===== src/rtl/tluh_atomic_unit_if.sv =====
// Request/response bundle of the TL-UH atomic execution unit.
// The slave modport is the unit itself; the master modport is the adapter side driving it.
interface tluh_atomic_unit_if #(
  parameter int DW = 32
);
  logic          req_valid_i;
  logic          req_ready_o;
  logic [2:0]    req_opcode_i;
  logic [2:0]    req_param_i;
  logic [1:0]    req_size_i;
  logic [DW/8-1:0] req_mask_i;
  logic [DW-1:0] req_old_i;
  logic [DW-1:0] req_arg_i;
  logic          req_last_i;
  logic          rsp_valid_o;
  logic          rsp_ready_i;
  logic [DW-1:0] rsp_data_o;
  logic [DW-1:0] rsp_old_o;
  logic          rsp_last_o;
  logic          rsp_err_o;

  modport slave (
    input  req_valid_i, req_opcode_i, req_param_i, req_size_i, req_mask_i,
    input  req_old_i, req_arg_i, req_last_i, rsp_ready_i,
    output req_ready_o, rsp_valid_o, rsp_data_o, rsp_old_o, rsp_last_o, rsp_err_o
  );

  modport master (
    output req_valid_i, req_opcode_i, req_param_i, req_size_i, req_mask_i,
    output req_old_i, req_arg_i, req_last_i, rsp_ready_i,
    input  req_ready_o, rsp_valid_o, rsp_data_o, rsp_old_o, rsp_last_o, rsp_err_o
  );
endinterface


===== src/rtl/tluh_atomic_unit.sv =====
// TL-UH atomic execution unit: arithmetic/logical atomics per lane with byte masks,
// burst context tracking and a single registered output stage.
module tluh_atomic_unit #(
  parameter int DW        = 32,
  parameter int MAX_BEATS = 8
) (
  input  logic clk_i,
  input  logic rst_ni,
  tluh_atomic_unit_if.slave bus
);
  localparam int NB = DW / 8;
  localparam int CW = $clog2(MAX_BEATS + 1);
  localparam logic [0:0] ST_IDLE  = 1'b0;
  localparam logic [0:0] ST_BURST = 1'b1;

  // Lanes are worked in a 64-bit scratch; signed order is unsigned order with the lane sign bit flipped.
  function automatic logic [DW-1:0] f_lanes(input logic arith, input logic [2:0] param,
                                            input logic [1:0] size, input logic [DW-1:0] old_v,
                                            input logic [DW-1:0] arg_v);
    logic [63:0] v_old, v_arg, v_res, v_a, v_b, v_lm, v_sb, v_r;
    v_old = 64'(old_v);
    v_arg = 64'(arg_v);
    v_res = 64'd0;
    for (int sz = 0; sz < 4; sz++) begin
      if (2'(sz) == size) begin
        v_lm = (sz == 3) ? {64{1'b1}} : ((64'd1 << (8 << sz)) - 64'd1);
        v_sb = 64'd1 << ((8 << sz) - 1);
        for (int l = 0; l < DW / (8 << sz); l++) begin
          v_a = (v_old >> (l * (8 << sz))) & v_lm;
          v_b = (v_arg >> (l * (8 << sz))) & v_lm;
          if (arith) begin
            case (param)
              3'd0:    v_r = ((v_b ^ v_sb) < (v_a ^ v_sb)) ? v_b : v_a;
              3'd1:    v_r = ((v_b ^ v_sb) > (v_a ^ v_sb)) ? v_b : v_a;
              3'd2:    v_r = (v_b < v_a) ? v_b : v_a;
              3'd3:    v_r = (v_b > v_a) ? v_b : v_a;
              3'd4:    v_r = v_a + v_b;
              default: v_r = v_a;
            endcase
          end else begin
            case (param)
              3'd0:    v_r = v_a ^ v_b;
              3'd1:    v_r = v_a | v_b;
              3'd2:    v_r = v_a & v_b;
              3'd3:    v_r = v_b;
              default: v_r = v_a;
            endcase
          end
          v_res = v_res | ((v_r & v_lm) << (l * (8 << sz)));
        end
      end
    end
    return v_res[DW-1:0];
  endfunction

  logic [0:0]    r_state;
  logic [CW-1:0] r_count;
  logic [2:0]    r_op, r_param;
  logic [1:0]    r_size;
  logic          r_valid, r_last, r_err;
  logic [DW-1:0] r_data, r_old;

  logic          w_ready, w_fire, w_overrun, w_illegal, w_bad_size;
  logic [2:0]    w_op, w_param;
  logic [1:0]    w_size;
  logic [CW:0]   w_beat;
  logic [DW-1:0] w_lanes, w_merged, w_data;

  // Handshake, effective context, error detection and result data for the offered beat.
  always_comb begin
    w_ready    = !r_valid || bus.rsp_ready_i;
    w_fire     = bus.req_valid_i && w_ready;
    w_op       = bus.req_opcode_i;
    w_param    = bus.req_param_i;
    w_size     = bus.req_size_i;
    w_beat     = (CW+1)'(1);
    w_illegal  = 1'b1;
    w_merged   = bus.req_old_i;
    if (r_state == ST_BURST) begin
      w_op    = r_op;
      w_param = r_param;
      w_size  = r_size;
      w_beat  = (CW+1)'(r_count) + (CW+1)'(1);
    end else begin
      w_beat  = (CW+1)'(1);
    end
    w_overrun = (w_beat == (CW+1)'(MAX_BEATS)) && !bus.req_last_i;
    case (w_op)
      3'd2:    w_illegal = w_param > 3'd4;
      3'd3:    w_illegal = w_param > 3'd3;
      default: w_illegal = 1'b1;
    endcase
    w_bad_size = (32'd8 << w_size) > 32'(DW);
    w_lanes    = f_lanes(w_op == 3'd2, w_param, w_size, bus.req_old_i, bus.req_arg_i);
    for (int b = 0; b < NB; b++) begin
      w_merged[8*b +: 8] = bus.req_mask_i[b] ? w_lanes[8*b +: 8] : bus.req_old_i[8*b +: 8];
    end
    if (w_illegal || w_bad_size) begin
      w_data = bus.req_old_i;
    end else begin
      w_data = w_merged;
    end
  end

  // Burst FSM: the first beat latches the context, last or overrun returns to IDLE.
  always_ff @(posedge clk_i) begin
    if (!rst_ni) begin
      r_state <= ST_IDLE;
      r_count <= '0;
      r_op    <= 3'd0;
      r_param <= 3'd0;
      r_size  <= 2'd0;
    end else if (w_fire) begin
      if (r_state == ST_IDLE) begin
        r_op    <= bus.req_opcode_i;
        r_param <= bus.req_param_i;
        r_size  <= bus.req_size_i;
      end else begin
        r_op    <= r_op;
        r_param <= r_param;
        r_size  <= r_size;
      end
      if (bus.req_last_i || w_overrun) begin
        r_state <= ST_IDLE;
        r_count <= '0;
      end else begin
        r_state <= ST_BURST;
        r_count <= w_beat[CW-1:0];
      end
    end else begin
      r_state <= r_state;
      r_count <= r_count;
    end
  end

  // Output register: loads on every accepted beat, otherwise drains or holds.
  always_ff @(posedge clk_i) begin
    if (!rst_ni) begin
      r_valid <= 1'b0;
      r_data  <= '0;
      r_old   <= '0;
      r_last  <= 1'b0;
      r_err   <= 1'b0;
    end else if (w_fire) begin
      r_valid <= 1'b1;
      r_data  <= w_data;
      r_old   <= bus.req_old_i;
      r_last  <= bus.req_last_i || w_overrun;
      r_err   <= w_illegal || w_bad_size || w_overrun;
    end else if (bus.rsp_ready_i) begin
      r_valid <= 1'b0;
    end else begin
      r_valid <= r_valid;
    end
  end

  assign bus.req_ready_o = w_ready;
  assign bus.rsp_valid_o = r_valid;
  assign bus.rsp_data_o  = r_data;
  assign bus.rsp_old_o   = r_old;
  assign bus.rsp_last_o  = r_last;
  assign bus.rsp_err_o   = r_err;
endmodule

===== src/flat_wrapper.sv =====
// flat-port wrapper written by rule: the top's interface ports become plain ports
module tluh_atomic_unit_flat 
#(
  parameter int DW        = 32,
  parameter int MAX_BEATS = 8
)
  (clk_i, rst_ni, bus_req_valid_i, bus_req_opcode_i, bus_req_param_i, bus_req_size_i, bus_req_mask_i, bus_req_old_i, bus_req_arg_i, bus_req_last_i, bus_rsp_ready_i, bus_req_ready_o, bus_rsp_valid_o, bus_rsp_data_o, bus_rsp_old_o, bus_rsp_last_o, bus_rsp_err_o);
  tluh_atomic_unit_if #(.DW(DW)) bus_i ();
  input  logic clk_i;
  input  logic rst_ni;
  input wire logic [$bits(bus_i.req_valid_i)-1:0] bus_req_valid_i;
  input wire logic [$bits(bus_i.req_opcode_i)-1:0] bus_req_opcode_i;
  input wire logic [$bits(bus_i.req_param_i)-1:0] bus_req_param_i;
  input wire logic [$bits(bus_i.req_size_i)-1:0] bus_req_size_i;
  input wire logic [$bits(bus_i.req_mask_i)-1:0] bus_req_mask_i;
  input wire logic [$bits(bus_i.req_old_i)-1:0] bus_req_old_i;
  input wire logic [$bits(bus_i.req_arg_i)-1:0] bus_req_arg_i;
  input wire logic [$bits(bus_i.req_last_i)-1:0] bus_req_last_i;
  input wire logic [$bits(bus_i.rsp_ready_i)-1:0] bus_rsp_ready_i;
  output wire logic [$bits(bus_i.req_ready_o)-1:0] bus_req_ready_o;
  output wire logic [$bits(bus_i.rsp_valid_o)-1:0] bus_rsp_valid_o;
  output wire logic [$bits(bus_i.rsp_data_o)-1:0] bus_rsp_data_o;
  output wire logic [$bits(bus_i.rsp_old_o)-1:0] bus_rsp_old_o;
  output wire logic [$bits(bus_i.rsp_last_o)-1:0] bus_rsp_last_o;
  output wire logic [$bits(bus_i.rsp_err_o)-1:0] bus_rsp_err_o;
  assign bus_i.req_valid_i = bus_req_valid_i;
  assign bus_i.req_opcode_i = bus_req_opcode_i;
  assign bus_i.req_param_i = bus_req_param_i;
  assign bus_i.req_size_i = bus_req_size_i;
  assign bus_i.req_mask_i = bus_req_mask_i;
  assign bus_i.req_old_i = bus_req_old_i;
  assign bus_i.req_arg_i = bus_req_arg_i;
  assign bus_i.req_last_i = bus_req_last_i;
  assign bus_i.rsp_ready_i = bus_rsp_ready_i;
  assign bus_req_ready_o = bus_i.req_ready_o;
  assign bus_rsp_valid_o = bus_i.rsp_valid_o;
  assign bus_rsp_data_o = bus_i.rsp_data_o;
  assign bus_rsp_old_o = bus_i.rsp_old_o;
  assign bus_rsp_last_o = bus_i.rsp_last_o;
  assign bus_rsp_err_o = bus_i.rsp_err_o;
  tluh_atomic_unit #(.DW(DW), .MAX_BEATS(MAX_BEATS)) u_core (.clk_i(clk_i), .rst_ni(rst_ni), .bus(bus_i));
endmodule

===== config.mk =====
export PLATFORM = sky130hd
export DESIGN_NAME = tluh_atomic_unit_flat
export DESIGN_NICKNAME = d
export VERILOG_FILES = /design/src/rtl/tluh_atomic_unit_if.sv /design/src/rtl/tluh_atomic_unit.sv /design/src/flat_wrapper.sv
export SDC_FILE = /design/constraint.sdc
export NUM_CORES = 1
export LEC_CHECK = 0
export ABC_CLOCK_PERIOD_IN_PS = 4600
export BUFFER_PORTS_ARGS = -buffer_cell sky130_fd_sc_hd__buf_4
export CORE_ASPECT_RATIO = 0.6
export CORE_UTILIZATION = 57
export CTS_CLUSTER_DIAMETER = 100
export DETAILED_ROUTE_END_ITERATION = 10
export PLACE_DENSITY_LB_ADDON = 0.12
export RECOVER_POWER = 50
export SLEW_MARGIN = 25
export SYNTH_ARGS = -nofsm -noshare
export SYNTH_HDL_FRONTEND = slang
export SYNTH_SLANG_ARGS = --single-unit

===== constraint.sdc =====
create_clock -name clk_i -period 4.6 [get_ports clk_i]
set_clock_uncertainty 0.05 [all_clocks]
set_input_delay 0.46 -clock clk_i [delete_from_list [all_inputs] [get_ports clk_i]]
set_output_delay 0.46 -clock clk_i [all_outputs]
set_load 0.03 [all_outputs]

Word level (Yosys, flattened, before mapping)
Index checks and enable logic that the tools add are counted.

Register bits: 80. Word-level logic and storage cells: 178. Input bits: 81. Output and inout bits: 68.

Reduce and logical (&&, ||, !) cells: 11. Shifts and indexed selects: 1. Magnitude comparators: 31. Add/subtract/negate cells: 8. Bitwise operators: 35. Mux-type cells: 73. Eq/ne operators: 9.

Operators by type and width (number): $mux W32 (10); $mux W8 (28); $mux W16 (12); $pmux W16 S5 (2); $pmux W32 S5 (1); $pmux W8 S5 (4); $or A32 B32 Y32 (4); $pmux W16 S4 (2); $pmux W32 S4 (1); $pmux W8 S4 (4); $gt A16 B16 Y1 (4); $gt A32 B32 Y1 (2); $gt A8 B8 Y1 (8); $lt A16 B16 Y1 (4); $lt A32 B32 Y1 (2); $lt A8 B8 Y1 (8); $add A16 B16 Y16 (2); $add A32 B32 Y32 (1); $add A8 B8 Y8 (4); $and A16 B16 Y16 (2); $and A32 B32 Y32 (1); $and A8 B8 Y8 (4); $gt A32 B6 Y1 const B (1); $or A16 B16 Y16 (2); other kinds (30) (55).

Longest topological paths before layout
Word-level depth: 17. Mapped depth: 15. Mapped depth without buffers: 12.

Worst setup path after synthesis
No wires, ideal clock.

Kind: input-to-reg. From: in bus_req_old_i[18]. To: reg u_core.r_data[18] (netlist: u_core.bus.rsp_data_o[18]). Library setup time: 0.120 ns. Required time: 4.430 ns. Setup slack: 1.129 ns. Data arrival time: 3.301 ns. Buffers on the path: 1. Cell stages on the path: 13. Cell sequence: inv_1 > ha_1 > buf_2 > or2_1 > o211ai_2 > a211oi_1 > o21a_1 > or4_4 > a22o_1 > a21o_1 > a221oi_2 > a311oi_1 > a211o_1.

Word-level cells in the longest chain between the ends: 15. Elaborated cells on any way between the ends: 58. Classes of those cells: add/sub: 3; order compare: 12; mux: 29; bitwise: 14.

Ends and longest elaborated chain: start: declaration (RTL line flat_wrapper.sv:16) `input wire logic [$bits(bus_i.req_old_i)-1:0] bus_req_old_i;`; $gt A8 B8 Y1, or another cell as far along (RTL line tluh_atomic_unit.sv:36) `3'd3: v_r = (v_b > v_a) ? v_b : v_a;`; $mux W8 (on tied branches); $pmux W8 S5 (RTL line tluh_atomic_unit.sv:32) `case (param)`; $mux W8 (RTL line tluh_atomic_unit.sv:31) `if (arith) begin`; $mux W8 (RTL line tluh_atomic_unit.sv:25) `if (2'(sz) == size) begin`; $or A16 B24 Y24 (RTL line tluh_atomic_unit.sv:49) `v_res = v_res | ((v_r & v_lm) << (l * (8 << sz)));`; $or A32 B32 Y32 (RTL line tluh_atomic_unit.sv:49); $mux W32 (RTL line tluh_atomic_unit.sv:25); $or A32 B16 Y32 (RTL line tluh_atomic_unit.sv:49); $or A32 B32 Y32 (RTL line tluh_atomic_unit.sv:49); $mux W32 (RTL line tluh_atomic_unit.sv:25); $or A32 B32 Y32 (RTL line tluh_atomic_unit.sv:49); $mux W32 (RTL line tluh_atomic_unit.sv:25); $mux W8 (RTL line tluh_atomic_unit.sv:96) `w_merged[8*b +: 8] = bus.req_mask_i[b] ? w_lanes[8*b +: 8] : bus.req_old_i[8*b +: 8];`; $mux W32 (*) (RTL line tluh_atomic_unit.sv:98) `if (w_illegal || w_bad_size) begin`; end signal: assignment (RTL line tluh_atomic_unit.sv:146) `r_data <= w_data;`; end: declaration (RTL line tluh_atomic_unit.sv:61) `logic [DW-1:0] r_data, r_old;`.

Mark *: on every way between the ends. The rest lies on a longest branch, timed or not. The select of a mux whose other input is x is not followed. A chain may end at the register's enable or synchronous reset.

==> results.txt <==
Input and output buffers added on the ports amount to roughly 150. For this run, global-route usage on met2 was measured as roughly 60%. Clock-pin slew was measured on the worst setup and hold paths at around 70 ps. Global routing consumed, on the met1 layer, 65.1% of the routing resources.

The number of enable flip-flop cells after synthesis came out at 0. Along the worst path, the maximum fanout reaches 60. The final reports fail on capacitance limit, slew limit. The cell type of the slowest stage on the worst timing path is sky130_fd_sc_hd__clkbuf_1. The min-delay analysis places its worst path in the category input port to flip-flop. The number of nets in the synthesized netlist is roughly 1600.

In this run, the number of DRC markers left after iteration 0 of detailed routing was between 2000 and 3000. The number of hold buffers added after cts is 0. The switching power share of the total came out at 46.3%. TritonCTS built the clock tree. Data arrives at the worst endpoint at ~4500 ps.

The worst-margin pin slew is about 2800 ps. Counting distinct cell types in the post-synthesis netlist gives 85. The critical path data required time came out at a little under 5000 ps. The number of nets in the layout came out at 1752. Broken down by cell family, the worst path's largest delay share belongs to buffers and inverters.

The global-route met3 utilization came out at between 10% and 20%. The number of global-route vias before repair came to 11579. The setup path with the least slack is of type input port to flip-flop. The master cell of the clock root buffer is sky130_fd_sc_hd__clkbuf_16. After synthesis the netlist holds a flip-flop and latch count of 80. The number of post-CTS setup repair buffers came out at 0.

The share of the cycle needed by the critical path after routing came out at between 90% and 100%. The worst-case IR drop observed on VDD is just under 0.2 mV. The die covers about 19000 um^2. The cell area that synthesis handed to floorplanning was between 10000 and 15000 um^2. The hold path depth came out at 3. The signal on the critical path passes through clkbuf_1 -> nand2_1 -> a311oi_1 -> a211o_1. The sum of negative setup slack came out at 0 ps. Entering global routing, the biggest net connects slightly above 60 pins.

The initialized floorplan defines 38 standard-cell rows. In the final layout, the share of cells above drive strength 1 is around an eighth. The via count normalized by instance count came out at between 7 and 8. For this run, the detailed router's first-pass iteration total came to 8. The post-synthesis cell count is around 1500.

The startpoint identified for the worst register-to-register timing path is u_core.r_state. In this run the biggest area consumer among cell types represents 15.0% of the synthesized area. The worst hold path begins at bus_req_opcode_i[1]. The number of CTS-inserted buffers came out at 9. In the post-synthesis netlist, the biggest area contributors are sky130_fd_sc_hd__dfxtp_1 (15%), sky130_fd_sc_hd__ha_1 (12%), sky130_fd_sc_hd__nand2_1 (6.3%), sky130_fd_sc_hd__a21oi_1 (4.3%), sky130_fd_sc_hd__a222oi_1 (4.2%). The max-cap check violation count is 1. After synthesis, the most frequently instantiated cells are sky130_fd_sc_hd__nand2_1 (180), sky130_fd_sc_hd__ha_1 (104), sky130_fd_sc_hd__a21oi_1 (92), sky130_fd_sc_hd__nor2_1 (92), sky130_fd_sc_hd__clkbuf_1 (84). Of the total power, the clock network draws about 25%. The largest area contributor in the synthesized netlist is sky130_fd_sc_hd__dfxtp_1. The combinational group share of total power came out at 50.1%. The most critical setup path has its startpoint at rst_ni.

The delay of the slowest cell on the worst path is roughly 1900 ps. The worst-case headroom to the max-slew limit came out at -84.8%. The die is between 150 and 200 um wide. After detailed routing, the average wire length per cell comes to between 20 and 30 um.

The via count is 13051. The growth of design area from synthesis to finish came out at 13.9%. The most heavily used metal layer in global routing is met1.

The sequential share of power is 25.2%. The net switching power came out at 0.00142 W. The global-route wire length before repair is between 60000 and 70000 um.

The standby leakage power is 4.98 nW. The number of antenna cells inserted is 0. After detailed routing, the number of remaining DRC violations is 0. The aggregate routed wire length is between 40000 and 50000 um. STA classifies the critical path endpoint as a flip-flop.

The number of gates resized after CTS is 0. Global routing used between 40% and 50% of the available tracks. The count of H-tree levels built during CTS is 3. Setup violations remaining at the end of the flow were counted as 0.

The total power density per cell area is 252 nW/um^2. The number of buffers and inverters on the critical path is 1. The share of flip-flops with an asynchronous set or reset is 0%. The post-layout minimum cycle time is 4220 ps. The initial standard-cell utilization of the core came out at 58.6%. The floorplan step defined a core boundary enclosing approximately 18000 um^2.

The fraction of the core area covered by cells at the end of the flow came out at about two thirds. In this run the remaining antenna-violating nets after routing total 0. The sum of overflow across all layers after global routing came out at 0. The number of cells on the worst reg-to-reg path is 10. The post-detailed-placement half-perimeter wirelength came out at between 30000 and 40000 um. The clock drives 80 sinks. The highest attainable clock frequency came out at about 240 MHz. The placer congestion estimate is roughly 1.0. The placed instance area came out at 12100 um^2.

The average instance in the mapped netlist occupies about 7.3 um^2. The total power of the final layout came out at 0.00306 W. The portion of the post-synthesis area used by sequential elements came out at 15.0%. The number of warnings printed during yosys synthesis is 0. The internal reg-to-reg setup slack came out at 920 ps. The deepest clock path buffer count is 2. The I/O pin count is between 100 and 150. In this run the vertical extent of the chip is 108 um.

The number of antenna violations at the first check in global routing came out at 0. For the worst-skew pair, the clock arrives at the later sink with an insertion delay of approximately 380 ps. The count of final max-slew check failures came out at just over 60. Setup repair after global routing left no endpoint under its margin. The worst hold slack came out at 315 ps. By instance count, the leading cell after synthesis is sky130_fd_sc_hd__nand2_1. The number of hold violations in the final report is 0. In this run the number of cells on the critical path is 4. The flow ran to the end, but the final reports show violations.

The internal portion of total power is between 0.0015 and 0.002 W. STA classifies the critical path startpoint as an input port. The final instance area came out at approximately 12000 um^2. In the synthesized netlist the dominant register cell turns out to be sky130_fd_sc_hd__dfxtp_1.
worst min-delay path: stages:
cell	delay [ps]
sky130_fd_sc_hd__buf_4	120
sky130_fd_sc_hd__nand2_1	40
sky130_fd_sc_hd__a21boi_0	60
routing by layer:
| layer | share of wire, % | routed length (um) |
|---|---|---|
| met1 | 41 | 18700 |
| met2 | 38 | 17000 |
| met3 | 18 | 8060 |
| met4 | 3.3 | 1470 |
| met5 | 0 | 0 |
placed cells by master (no fill, tap or decap), drive strengths merged, types with 48 or more instances in the layout:
master,instances
o21ai,84
clkbuf,78
a21oi,92
buf,139
a21boi,48
ha,104
nand2,181
inv,85
dfxtp,80
nor2,92
power by group through the flow:
| stage | clock network (W) | logic [W] | registers (W) |
|---|---|---|---|
| final | 0.000757 | 0.00153 | 0.000772 |
| after global routing | 0.000794 | 0.00160 | 0.000777 |
| after CTS | 0.000761 | 0.00149 | 0.000771 |
| after detailed placement | 0 | 0.00148 | 0.000787 |
| after global placement | 0 | 0.00146 | 0.000785 |
| after floorplan | 0 | 0.000866 | 0.000854 |
metrics by stage:
step           setup WS (ps)  instances
4_1_cts                  736       1808
5_1_grt                  280       1808
3_3_place_gp             531       1792
6_report                 383       1808
2_1_floorplan           1130       1455
3_5_place_dp             437       1792
final cells by class:
| type | count | area [um^2] |
|---|---|---|
| Multi-Input combinational cell | 1184 | 8350 |
| Clock inverter | 7 | 61.3 |
| Tap cell | 240 | 300 |
| Sequential cell | 80 | 1600 |
| Clock buffer | 9 | 225 |
| Fill cell | 1688 | 6050 |
| Timing Repair Buffer | 208 | 1320 |
| Inverter | 80 | 300 |
sequential cells by signal (all words and copies together), names as in the netlist:
register and flops:
u_core.bus.rsp_data_o 32, u_core.bus.rsp_err_o 1, u_core.bus.rsp_last_o 1, u_core.bus.rsp_old_o 32, u_core.bus.rsp_valid_o 1, u_core.r_count 4, u_core.r_op 3, u_core.r_param 3
u_core.r_size 2, u_core.r_state 1
cells by family after synthesis:
| logic type | count (synthesis) | synth area share, % |
|---|---|---|
| fa+ha+maj | 108 | 12.9 |
| compound gates | 589 | 40.7 |
| mux | 19 | 1.84 |
| simple gates | 414 | 18.1 |
| buf+inv | 191 | 7.08 |
| xor+xnor | 54 | 4.43 |
| flops | 80 | 15.0 |
worst paths after layout:
check,endpoint
hold / removal,u_core.r_op[1]
hold reg to reg,u_core.bus.rsp_old_o[29]
setup reg to reg,u_core.bus.rsp_data_o[15]
setup / recovery,u_core.bus.rsp_data_o[18]
(Power assumes the default switching activity.)
